File: config.mk
export PLATFORM = sky130hd
export DESIGN_NAME = reg_view_seg7_flat
export DESIGN_NICKNAME = d
export VERILOG_FILES = /design/src/rtl/reg_view_seg7_if.sv /design/src/rtl/reg_view_seg7.sv /design/src/flat_wrapper.sv
export SDC_FILE = /design/constraint.sdc
export NUM_CORES = 1
export LEC_CHECK = 0
export CAP_MARGIN = 20
export CORE_MARGIN = 4
export CORE_UTILIZATION = 42
export DETAILED_ROUTE_END_ITERATION = 10
export PLACE_DENSITY = 0.65
export SLEW_MARGIN = 20
export SYNTH_ARGS = -nofsm -noshare
export SYNTH_HDL_FRONTEND = slang
export SYNTH_SLANG_ARGS = --single-unit
File: constraint.sdc
create_clock -name clk -period 2.25 [get_ports clk]
set_clock_uncertainty 0.1 [all_clocks]
set_input_delay 0.225 -clock clk [delete_from_list [all_inputs] [get_ports clk]]
set_output_delay 0.225 -clock clk [all_outputs]
set_load 0.01 [all_outputs]
File: src/rtl/reg_view_seg7_if.sv
// Register-read port between the debug display and the CPU register file.
//   reg_sel  : register index driven by the display stage
//   reg_data : register value for reg_sel, combinational (valid in the same cycle)
// master = display side (drives reg_sel), slave = register-file side.
interface reg_view_seg7_if;
    logic [4:0]  reg_sel;
    logic [31:0] reg_data;

    modport master (output reg_sel, input reg_data);
    modport slave  (input reg_sel, output reg_data);
endinterface

File: src/rtl/reg_view_seg7.sv
// Debug register viewer. Walks x0..x31 on the CPU register-read port, captures the
// selected value into a shadow register and shows it as 8 hex digits on a multiplexed,
// active-low seven-segment display.
// Ports:
//   clk       system clock (shared with the CPU)
//   reset     synchronous active-high reset
//   auto_en   1 = advance on the dwell timer, 0 = manual stepping only
//   step      manual advance (already synchronised), rising edge advances
//   cpu       register-read port (reg_sel out, reg_data in)
//   cur_idx   register index currently shown
//   disp_an   digit enables, active-low, bit i = digit i (digit 0 = low nibble)
//   disp_seg  segments, active-low, [7]=dp, [6:0]=gfedcba
module reg_view_seg7 #(
    parameter int unsigned DIGIT_CYCLES = 100_000,
    parameter int unsigned DWELL_CYCLES = 50_000_000
) (
    input  logic                   clk,
    input  logic                   reset,
    input  logic                   auto_en,
    input  logic                   step,
    reg_view_seg7_if.master        cpu,
    output logic [4:0]             cur_idx,
    output logic [7:0]             disp_an,
    output logic [7:0]             disp_seg
);

    localparam int unsigned DigitW = (DIGIT_CYCLES > 1) ? $clog2(DIGIT_CYCLES) : 1;
    localparam int unsigned DwellW = (DWELL_CYCLES > 1) ? $clog2(DWELL_CYCLES) : 1;

    typedef enum logic [1:0] {StSelect, StCapture, StShow} state_e;

    state_e             state_q;
    logic [4:0]         idx_q;
    logic [31:0]        shadow_q;
    logic [DwellW-1:0]  dwell_q;
    logic               step_q;
    logic [DigitW-1:0]  dcnt_q;
    logic [2:0]         digit_q;

    logic               digit_tc;
    logic               scan_wrap;
    logic               dwell_done;
    logic               advance;
    logic [3:0]         nibble;
    logic [6:0]         seg_bits;
    logic               dp_n;

    assign digit_tc   = (dcnt_q == DigitW'(DIGIT_CYCLES - 1));
    // Last cycle of digit 7: refreshing here keeps a whole scan on one value.
    assign scan_wrap  = digit_tc && (digit_q == 3'd7);
    assign dwell_done = (dwell_q == DwellW'(DWELL_CYCLES - 1));
    // A step edge and a dwell expiry in the same cycle still give one increment.
    assign advance    = (auto_en && dwell_done) || (step && !step_q);

    assign cpu.reg_sel = idx_q;
    assign cur_idx     = idx_q;

    // Selection / capture FSM.
    always_ff @(posedge clk) begin
        if (reset) begin
            state_q  <= StSelect;
            idx_q    <= '0;
            shadow_q <= '0;
            dwell_q  <= '0;
            step_q   <= 1'b0;
        end else begin
            // Sampled every cycle so edges outside StShow are consumed, not queued.
            step_q <= step;
            case (state_q)
                StSelect: begin
                    state_q <= StCapture;
                end
                StCapture: begin
                    shadow_q <= cpu.reg_data;
                    dwell_q  <= '0;
                    state_q  <= StShow;
                end
                StShow: begin
                    if (scan_wrap) begin
                        shadow_q <= cpu.reg_data;
                    end
                    if (auto_en && !dwell_done) begin
                        dwell_q <= dwell_q + DwellW'(1);
                    end
                    if (advance) begin
                        idx_q   <= idx_q + 5'd1;
                        state_q <= StSelect;
                    end
                end
                default: begin
                    state_q <= StSelect;
                end
            endcase
        end
    end

    assign nibble = shadow_q[{digit_q, 2'b00} +: 4];
    assign dp_n   = ~(auto_en && (digit_q == 3'd7));

    always_comb begin
        seg_bits = 7'h7F;
        case (nibble)
            4'h0: seg_bits = 7'h40;
            4'h1: seg_bits = 7'h79;
            4'h2: seg_bits = 7'h24;
            4'h3: seg_bits = 7'h30;
            4'h4: seg_bits = 7'h19;
            4'h5: seg_bits = 7'h12;
            4'h6: seg_bits = 7'h02;
            4'h7: seg_bits = 7'h78;
            4'h8: seg_bits = 7'h00;
            4'h9: seg_bits = 7'h10;
            4'hA: seg_bits = 7'h08;
            4'hB: seg_bits = 7'h03;
            4'hC: seg_bits = 7'h46;
            4'hD: seg_bits = 7'h21;
            4'hE: seg_bits = 7'h06;
            4'hF: seg_bits = 7'h0E;
            default: seg_bits = 7'h7F;
        endcase
    end

    // Free-running digit scan with registered display drive.
    always_ff @(posedge clk) begin
        if (reset) begin
            dcnt_q   <= '0;
            digit_q  <= '0;
            disp_an  <= 8'hFF;
            disp_seg <= 8'hFF;
        end else begin
            if (digit_tc) begin
                dcnt_q  <= '0;
                digit_q <= digit_q + 3'd1;
            end else begin
                dcnt_q <= dcnt_q + DigitW'(1);
            end
            disp_an  <= ~(8'b1 << digit_q);
            disp_seg <= {dp_n, seg_bits};
        end
    end

endmodule
File: src/flat_wrapper.sv
// flat-port wrapper written by rule: the top's interface ports become plain ports
module reg_view_seg7_flat 
#(
    parameter int unsigned DIGIT_CYCLES = 100_000,
    parameter int unsigned DWELL_CYCLES = 50_000_000
)
  (clk, reset, auto_en, step, cur_idx, disp_an, disp_seg, cpu_reg_sel, cpu_reg_data);
  reg_view_seg7_if cpu_i ();
  input  logic clk;
  input  logic reset;
  input  logic auto_en;
  input  logic step;
  output logic [4:0] cur_idx;
  output logic [7:0] disp_an;
  output logic [7:0] disp_seg;
  output wire logic [$bits(cpu_i.reg_sel)-1:0] cpu_reg_sel;
  input wire logic [$bits(cpu_i.reg_data)-1:0] cpu_reg_data;
  assign cpu_reg_sel = cpu_i.reg_sel;
  assign cpu_i.reg_data = cpu_reg_data;
  reg_view_seg7 #(.DIGIT_CYCLES(DIGIT_CYCLES), .DWELL_CYCLES(DWELL_CYCLES)) u_core (.clk(clk), .reset(reset), .auto_en(auto_en), .step(step), .cpu(cpu_i), .cur_idx(cur_idx), .disp_an(disp_an), .disp_seg(disp_seg));
endmodule
==> out/metrics.yaml, run 1 <==
run_status:
  outcome: "finished clean"
worst_setup_path:
  reg2reg_depth: 6
  path_delay_family: "multiplexers"
  cp.arrival_ns: 2.31
  max_stage_delay_ns: 0.54
  cp_max_fo: 6
  required_ns: 2.38
  crit_chain: "mux4_2 > mux2i_4 > inv_1 > ha_1 > o41ai_1 > a211oi_1"
  cp_slowest_cell: "mux4_2"
  criticalPathCategory: "reg2reg"
  worstSetupStartpointType: "flip-flop"
  setup.worst_path.end_class: "flip-flop"
  critical_path_depth: 6
  path_buf_inv: 1
final_layout:
  antenna_cells: 0
  syn_to_final_growth_pct: 22.9
  fin_nets: 664
  drive_gt1_frac: 0.115
cts:
  cts_resized: 0
  h-tree-depth: 3
  clkLatencyLatePin_ns: 0.35
  cts_setup_buffers: 0
  cts_buffer_depth: 2
  ctsRootBufferMaster: "clkbuf_16"
  cts_tree: "yes"
  cts_buffers: 9
  hold_buffers: 0
  clock-sinks: 102
  path_clk_slew_ns: 0.07
route:
  vias_per_cell: 5.37
  wl_mm: 11.2
  drcViolationCount: 0
  firstDrtPassIters: 4
  wl_per_cell_um: 14.6
  ant_nets: 0
  drt_iter0_drc: 316
  vias: 4111
floorplanning:
  coreArea_um2: 12000
  io-pin-count: 62
  start_util: 0.429
  die_area_um2: 14000
  fp-row-count: 40
  die_w_um: 119
  die_h_um: 119
logic_synthesis:
  ys_ff_latch: 102
  yosysWarnings: 0
  ys_seq_area_frac: 0.398
  synth-edff-count: 0
  yosys.cell_types.count: 66
  synth_largest_area_cell: "dfxtp_1"
  syn_area_um2: 5130
  syn_avg_cell_area_um2: 9.36
  ys.flop_type: "dfxtp_1"
  yosysTopAreaCellShare: 0.398
  synthArstFlopShare: 0
  synth.area.top_cells: "dfxtp_1 (40%), nand2b_1 (8.8%), mux2i_1 (8.0%)"
  synth.most_common_cell: "dfxtp_1"
  synth_fp_nets: 598
  synth_cells: 548
  synth_common_cells: "dfxtp_1 (102), nand2b_1 (72), nor2_1 (42)"
power_and_ir_drop:
  ir_drop_uv: 548
  cellPowerDensity_nw_per_um2: 630
  p_leak_nw: 2.40
placed_design:
  routabilityCongestion: 0.838
  preCtsSetupSlack_ns: 0.0489
  dp_hpwl_mm: 8.20
  io_buffer_count: 61
hold_path:
  hold_depth: 2
  holdCritPathClass: "in2reg"
grt:
  grt_usage: 0.166
  grt_pass1_wl_mm: 19.1
  grt_remaining_overflow: 0
  grt_pass1_vias: 4017
  grt_max_degree: 54
  antenna_found_initial: 0
job:
  cap_violations: 0
sta:
  setup-tns-final_ns: 0
  period_needed_ns: 2.18
  setup_viol: 0
  max_freq_ghz: 0.458
  worstMarginPinSlew_ns: 0.589
  period_share: 0.969
  grt_setup_unrepaired: "no"
  drv_slew: 0
  setup_ws_ns: 0.0688
  slew_headroom: 0.606
  hold_viol_final: 0
-- power breakdown --
part / internal [mW] / switching (mW) / total, mW
sequential: 1.88 / 0.0444 / 1.92
clock: 0.873 / 0.713 / 1.59
combinational: 0.245 / 0.219 / 0.465
total: 3.00 / 0.977 / 3.97
-- layer usage --
| layer | global-route usage | wire (um) | vias to the layer above |
|---|---|---|---|
| met5 | 0 | 0 | - |
| met2 | 0.265 | 5190 | 85 |
| met3 | 0.0488 | 508 | 20 |
| met1 | 0.213 | 5250 | 1921 |
| li1 | - | - | 2085 |
| met4 | 0.0558 | 261 | 0 |
-- cells in the final DEF (no fill, tap or decap), drive strengths merged, types with 2 or more instances in the layout --
cell,instances
clkdlybuf4s50,60
nor2b,7
o21a,2
and2,3
clkbuf,10
inv,15
o21ai,15
and3,10
nand2b,72
nand2,27
o31ai,6
dfxtp,102
mux2,4
a31oi,7
xor2,9
or2,3
nor4bb,2
o41ai,3
nor3,7
nand4,17
nor4,3
clkinv,2
ha,14
nand3,29
and4,3
a32oi,2
a21oi,16
nor2,42
or3,11
mux4,6
buf,26
o211ai,7
a21o,2
o2111ai,2
mux2i,42
or4,7
xnor2,8
-- per-stage QoR --
stage / cell area, um^2 / total power [mW] / instances / hold slack [ns] / util
after detailed placement: 5990 / 2.43 / 750 / 0.361 / 0.500
after global placement: 5990 / 2.42 / 750 / 0.343 / 0.500
final: 6300 / 3.97 / 766 / 0.193 / 0.527
after global routing: 6300 / 4.13 / 766 / 0.212 / 0.527
after floorplan: 5160 / 2.24 / 548 / 0.209 / -
after CTS: 6280 / 4.01 / 766 / 0.179 / 0.525
-- cells by family after synthesis --
group,synth area share
AO/OA/AOI/OAI,0.0990
buffers and inverters,0.0458
multiplexers,0.118
adder cells (fa/ha/maj),0.0341
flip-flops,0.398
XOR/XNOR,0.0290
AND/OR/NAND/NOR,0.276
-- path summary, 6_finish.rpt --
path | from | to | slack [ns]
setup / recovery | u_core.digit_q[0]$_SDFFE_PP0P_ | u_core.disp_seg[0]$_SDFF_PP1_ | 0.07
hold / removal | reset | u_core.dwell_q[17]$_SDFFE_PP0P_ | 0.19
setup reg to reg | u_core.digit_q[0]$_SDFFE_PP0P_ | u_core.disp_seg[0]$_SDFF_PP1_ | 0.07
hold reg to reg | u_core.dcnt_q[0]$_SDFF_PP0_ | u_core.dcnt_q[0]$_SDFF_PP0_ | 0.37
-- registers in the layout, indices dropped and copies added, names as in the netlist --
| signal | count |
|---|---|
| u_core.cpu.reg_sel | 5 |
| u_core.dcnt_q | 17 |
| u_core.digit_q | 3 |
| u_core.disp_an | 8 |
| u_core.disp_seg | 8 |
| u_core.dwell_q | 26 |
| u_core.shadow_q | 32 |
| u_core.state_q | 2 |
| u_core.step_q | 1 |
-- final cells by class --
type	count	area [um^2]
Clock buffer	10	229
Fill cell	1094	5660
Clock inverter	6	68.8
Sequential cell	102	2050
Timing Repair Buffer	86	838
Inverter	13	48.8
Multi-Input combinational cell	402	2890
Tap cell	147	184
-- worst register-to-register path, stage by stage, from the launching register on --
cell      delay [ns]
dfxtp_4         0.41
mux4_2          0.55
mux2i_4         0.18
inv_1           0.08
ha_1            0.26
o41ai_1         0.41
a211oi_1        0.08
No activity file was read; power rests on OpenSTA's default activity.
==> inputs of run 2 (changes only) <==
- ABC_AREA: unset -> 1
- CORE_UTILIZATION: 42 -> 51
- PLACE_DENSITY: 0.65 -> 0.76
==> out/metrics.yaml, run 2 <==
cts:
  cts_buffers: 9  # unchanged
  clock-sinks: 102  # unchanged
  cts_tree: "yes"
  h-tree-depth: 3  # unchanged
  path_clk_slew_ns: 0.10  # +0.03 ns
  clkLatencyLatePin_ns: 0.39  # +0.04 ns
  cts_setup_buffers: 0  # unchanged
  hold_buffers: 0  # unchanged
  cts_buffer_depth: 2  # unchanged
  cts_resized: 0  # unchanged
  ctsRootBufferMaster: "clkbuf_8"
final_layout:
  drive_gt1_frac: 0.0623  # -0.0524
  fillCellCount: 987  # -9.8%
  antenna_cells: 0  # unchanged
  syn_to_final_growth_pct: 16.0
  final_cell_mix: "nand2_1 (222), nand3_1 (119), nor2_1 (106)"
  final_core_util: 0.609  # +0.0821
  largest-register: "u_core.shadow_q"
  largest_reg_flops: 32  # unchanged
  layout_commonest_cell: "nand2_1"
  multiInputGateArea_um2: 2870  # -0.48%
  seqCellArea_um2: 2040  # -0.24%
  fin_nets: 928  # +40%
  reg_top3: "u_core.shadow_q: 32 flops, u_core.dwell_q: 26 flops, u_core.dcnt_q: 17 flops"
  stdcell_area_um2: 6320  # +0.20%
floorplanning:
  fp-row-count: 37  # -7.5%
  die_area_um2: 12400  # -12%
  die_w_um: 111  # -6.1%
  coreArea_um2: 10400  # -13%
  start_util: 0.525  # +0.0961
  die_h_um: 111  # -6.1%
  io-pin-count: 62  # unchanged
sta:
  drv_slew: 0  # unchanged
  worstMarginPinSlew_ns: 0.582  # -0.00696 ns
  hold_viol_final: 0  # unchanged
  grt_setup_unrepaired: "no"
  setup-tns-final_ns: 0  # unchanged
  slew_headroom: 0.610  # +0.00349
  setup_ws_ns: 0.218  # +0.150 ns
  period_needed_ns: 2.03  # -0.150 ns
  setup_viol: 0  # unchanged
  period_share: 0.903  # -0.0665
  max_freq_ghz: 0.492  # +7.4%
power_and_ir_drop:
  cellPowerDensity_nw_per_um2: 568  # -9.8%
  ir_drop_uv: 404  # -26%
  p_leak_nw: 2.46  # +2.7%
  power_mw: 3.59  # -9.7%
logic_synthesis:
  synth.most_common_cell: "nand2_1"
  synth.area.top_cells: "dfxtp_1 (38%), nand2_1 (15%), nand3_1 (11%)"
  synth_largest_area_cell: "dfxtp_1"
  synthXorXnorAreaFrac: 0.00804  # -0.0210
  synth_top_family_by_area: "simple AND/OR/NAND/NOR gates"
  ys_seq_area_frac: 0.375  # -0.0230
  yosys.area_share.simple: 0.381  # +0.104
  synthArstFlopShare: 0  # unchanged
  synth_common_cells: "nand2_1 (223), nand3_1 (119), nor2_1 (106)"
  synthAdderAreaFrac: 0.0322  # -0.00197
  syn_area_um2: 5450  # +6.1%
  synth-compound-area-share: 0.105  # +0.00647
  synth-edff-count: 0  # unchanged
  yosys.cell_types.count: 36  # -45%
  syn_avg_cell_area_um2: 6.57  # -30%
  yosysWarnings: 0  # unchanged
  yosysTopAreaCellShare: 0.375  # -0.0230
  synth_fp_nets: 879  # +47%
  ys.flop_type: "dfxtp_1"
  ys_ff_latch: 102  # unchanged
  synth_cells: 829  # +51%
  synth_mux_area_frac: 0  # -0.118
worst_setup_path:
  criticalPathCategory: "reg2reg"
  required_ns: 2.41  # +0.03 ns
  cp_max_fo: 14  # +8
  cp.arrival_ns: 2.19  # -0.12 ns
  setup.worst_path.end_class: "flip-flop"
  rr_startpoint: "u_core.digit_q[1]$_SDFFE_PP0P_"
  worstSetupStartpointType: "flip-flop"
  reg2reg_depth: 11  # +5
  rrSetupSlack_ns: 0.22  # +0.15 ns
  worstReg2RegEnd: "u_core.disp_seg[0]$_SDFF_PP1_"
grt:
  grt_max_degree: 36  # -33%
  grt_pass1_vias: 5041  # +25%
  grt_usage: 0.218  # +0.0524
  grt_remaining_overflow: 0  # unchanged
  grt_pass1_wl_mm: 22.7  # +19%
  antenna_found_initial: 0  # unchanged
route:
  vias_per_cell: 5.32  # -0.87%
  wl_per_cell_um: 13.1  # -10%
  wl_mm: 13.4  # +19%
  drcViolationCount: 0  # unchanged
  vias: 5421  # +32%
  ant_nets: 0  # unchanged
  firstDrtPassIters: 6  # +2
  drt_iter0_drc: 548  # +73%
placed_design:
  dp_hpwl_mm: 9.64  # +18%
  place_area_um2: 6120  # +2.3%
  preCtsSetupSlack_ns: 0.0756  # +0.0267 ns
  io_buffer_count: 61  # unchanged
  routabilityCongestion: 0.957  # +14%
job:
  cap_violations: 0  # unchanged
hold_path:
  min_from: "cpu_reg_data[23]"
  holdPathEnd: "u_core.shadow_q[23]$_SDFFE_PP0P_"
  holdCritPathClass: "in2reg"
  hold_depth: 3  # +1
run_status:
  outcome: "finished clean"
[run 2: how the worst max path moves through the flow]
stage	startpoint	endpoint	slack [ns]	depth (start not counted)
detailed placement	u_core.digit_q[0]$_SDFFE_PP0P_	u_core.disp_seg[0]$_SDFF_PP1_	0.08	11
CTS	u_core.digit_q[0]$_SDFFE_PP0P_	u_core.disp_seg[0]$_SDFF_PP1_	0.06	11
global placement	u_core.digit_q[0]$_SDFFE_PP0P_	u_core.disp_seg[6]$_SDFF_PP1_	0.25	11
global route	u_core.digit_q[1]$_SDFFE_PP0P_	u_core.disp_seg[0]$_SDFF_PP1_	0.02	11
floorplan	u_core.digit_q[0]$_SDFFE_PP0P_	u_core.disp_seg[0]$_SDFF_PP1_	0.26	11
finish	u_core.digit_q[1]$_SDFFE_PP0P_	u_core.disp_seg[0]$_SDFF_PP1_	0.22	11
[run 2: layer usage]
| metal | GRT usage | part of all wire | vias to the layer above |
|---|---|---|---|
| met1 | 0.285 | 0.46 | 2468 |
| met5 | 0 | 0 | - |
| met2 | 0.353 | 0.46 | 172 |
| li1 | - | - | 2756 |
| met4 | 0.0697 | 0.017 | 0 |
| met3 | 0.0565 | 0.066 | 25 |
[run 2: where the power goes]
group | switching (mW) | total, mW | internal [mW]
clock | 0.671 | 1.09 | 0.415
combinational | 0.329 | 0.556 | 0.227
sequential | 0.0538 | 1.95 | 1.89
total | 1.05 | 3.59 | 2.53
[run 2: logic make-up after synthesis]
family	count (synthesis)
buffers and inverters	124
XOR/XNOR	5
adder cells (fa/ha/maj)	14
flip-flops	102
AO/OA/AOI/OAI	102
AND/OR/NAND/NOR	482
[run 2: cell type report]
type                    count  area share
clock buffers              11      0.0208
clock inverters             5     0.00654
inverters                  86      0.0511
multi-input cells         603       0.455
flip-flops and latches    102       0.323
well taps                 136      0.0269
repair buffers             76       0.116
[run 2: critical path, cell delays in order, from the launching register on]
cell and delay (ns):
dfxtp_1 0.41, buf_6 0.18, inv_1 0.13, nand3_1 0.12, o21ai_0 0.08, o21ai_1 0.17
inv_1 0.10, ha_1 0.22, inv_1 0.10, nand3_1 0.11, nand3_1 0.11, nand3_1 0.07
[run 2: through the flow]
step	hold slack [ns]	std cells
5_1_grt	0.273	1019
4_1_cts	0.269	1019
2_1_floorplan	0.212	829
3_5_place_dp	0.315	1003
3_3_place_gp	0.310	1003
6_report	0.283	1019
==> inputs of run 3 (changes only) <==
- GPL_ROUTABILITY_DRIVEN: unset -> 0
- PLACE_DENSITY: 0.76 -> 0.75
==> out/metrics.yaml, run 3 (synthesis gave the netlist of run 2 again) <==
worst_setup_path:
  cp.arrival_ns: 2.16  # -0.03 ns
  setup.worst_path.end_class: "flip-flop"
  path_buf_inv: 2  # -2
  cp_slowest_cell: "dfxtp_1"
  path_delay_family: "flip-flops"
  criticalPathCategory: "reg2reg"
  cp_max_fo: 7  # -7
  required_ns: 2.42  # about the same
  worstSetupStartpointType: "flip-flop"
  crit_chain: "buf_4 > o21ai_0 > o21ai_0 > o21ai_0 > buf_4 > ha_1 > nand3_1 > nand3_1 > nand3_1"
  max_stage_delay_ns: 0.45  # +0.04 ns
cts:
  hold_buffers: 0  # unchanged
  clkLatencyLatePin_ns: 0.38  # about the same
  cts_tree: "yes"
  ctsRootBufferMaster: "clkbuf_8"
  clock-sinks: 102  # unchanged
  h-tree-depth: 3  # unchanged
  cts_buffers: 9  # unchanged
  path_clk_slew_ns: 0.10  # about the same
  cts_buffer_depth: 2  # unchanged
hold_path:
  holdCritPathClass: "in2reg"
final_layout:
  drive_gt1_frac: 0.0676  # +0.00528
  antenna_cells: 0  # unchanged
  final_cell_mix: "nand2_1 (223), nand3_1 (119), nor2_1 (106)"
  largest_reg_flops: 32  # unchanged
  syn_to_final_growth_pct: 17.0
  seqCellArea_um2: 2040  # unchanged
  fin_nets: 933  # +0.54%
  largest-register: "u_core.shadow_q"
  multiInputGateArea_um2: 2870  # -0.26%
  reg_top3: "u_core.shadow_q: 32 flops, u_core.dwell_q: 26 flops, u_core.dcnt_q: 17 flops"
  layout_commonest_cell: "nand2_1"
  fillCellCount: 981  # -0.61%
floorplanning:
  io-pin-count: 62  # unchanged
  start_util: 0.525  # unchanged
  coreArea_um2: 10400  # unchanged
  fp-row-count: 37  # unchanged
  die_h_um: 111  # unchanged
  die_area_um2: 12400  # unchanged
  die_w_um: 111  # unchanged
job:
  cap_violations: 0  # unchanged
grt:
  grt_pass1_vias: 5127  # +1.7%
  antenna_found_initial: 0  # unchanged
  grt_remaining_overflow: 0  # unchanged
  grt_usage: 0.216  # -0.00151
  grt_pass1_wl_mm: 22.7  # -0.19%
  grt_max_degree: 43  # +19%
sta:
  hold_viol_final: 0  # unchanged
  drv_slew: 0  # unchanged
  grt_setup_unrepaired: "no"
  setup_viol: 0  # unchanged
  setup-tns-final_ns: 0  # unchanged
  slew_headroom: 0.473  # -0.136
  max_freq_ghz: 0.504  # +2.3%
  period_needed_ns: 1.99  # -0.0466 ns
  worstMarginPinSlew_ns: 0.782  # +0.200 ns
  period_share: 0.882  # -0.0207
placed_design:
  io_buffer_count: 61  # unchanged
  dp_hpwl_mm: 9.75  # +1.2%
route:
  firstDrtPassIters: 5  # -1
  drt_iter0_drc: 313  # -43%
  ant_nets: 0  # unchanged
  wl_mm: 13.1  # -2.2%
  vias_per_cell: 5.23  # -1.6%
  wl_per_cell_um: 12.8  # -2.7%
  vias: 5358  # -1.2%
  drcViolationCount: 0  # unchanged
power_and_ir_drop:
  switching_share: 0.278  # -0.0156
  p_leak_nw: 2.51  # +1.9%
  clockPowerShare: 0.326  # +0.023
  ir_drop_uv: 432  # +6.7%
  cellPowerDensity_nw_per_um2: 583  # +2.7%
  p_int_mw: 2.68  # +5.8%
  power_mw: 3.72  # +3.6%
  p_seq_frac: 0.524  # -0.018
  pwr-share-comb: 0.150  # -0.005
  netSwitchingPower_mw: 1.03  # -2.0%
run_status:
  outcome: "finished clean"
run 3: worst register-to-register path, delay by kind of cell, from the launching register on:
family                   cells  cell delay (ns)
AO/OA/AOI/OAI                3             0.39
flip-flops                   1             0.45
buffers and inverters        2             0.37
AND/OR/NAND/NOR              3             0.31
adder cells (fa/ha/maj)      1             0.26
run 3: layout make-up:
cell class	instances	area share
inverters	86	0.0507
clock inverters	5	0.0106
clock buffers	11	0.0222
well taps	136	0.0267
flip-flops and latches	102	0.321
repair buffers	81	0.119
multi-input cells	603	0.450
run 3: through the flow:
stage          utilization  worst slack (ns)  hold WS (ns)  instance area (um^2)  cells
3_5_place_dp         0.594             0.191         0.316                  6160   1008
5_1_grt              0.615            0.0539         0.282                  6370   1024
3_3_place_gp         0.594             0.257         0.310                  6160   1008
2_1_floorplan            -             0.260         0.212                  5450    829
6_report             0.615             0.265         0.291                  6370   1024
4_1_cts              0.614             0.176         0.277                  6370   1024
run 3: what timing repair did:
| action | in CTS | in global routing |
|---|---|---|
| setup endpoints to repair | 0 | 3 |
| resized for setup | 0 | 1 |
| setup buffers | 0 | 0 |
run 3: layer usage:
metal | global-route usage | part of all wire
met4 | 0.0876 | 0.020
met3 | 0.0310 | 0.063
met5 | 0 | 0
met1 | 0.290 | 0.46
met2 | 0.352 | 0.46
run 3: worst paths after layout:
check | start | end | slack [ns] | cells past startpoint
max | u_core.digit_q[1]$_SDFFE_PP0P_ | u_core.disp_seg[3]$_SDFF_PP1_ | 0.26 | 9
max reg2reg | u_core.digit_q[1]$_SDFFE_PP0P_ | u_core.disp_seg[3]$_SDFF_PP1_ | 0.26 | 9
min reg2reg | u_core.state_q[0]$_SDFFE_PP0P_ | u_core.state_q[0]$_SDFFE_PP0P_ | 0.33 | 1
min | cpu_reg_data[16] | u_core.shadow_q[16]$_SDFFE_PP0P_ | 0.29 | 3
run 3: power groups by stage:
stage | clock network [mW] | registers [mW] | logic [mW]
global placement | 0 | 1.99 | 0.536
CTS | 1.25 | 1.95 | 0.558
floorplan | 0 | 1.98 | 0.379
finish | 1.21 | 1.95 | 0.556
global route | 1.31 | 1.96 | 0.630
detailed placement | 0 | 1.99 | 0.554
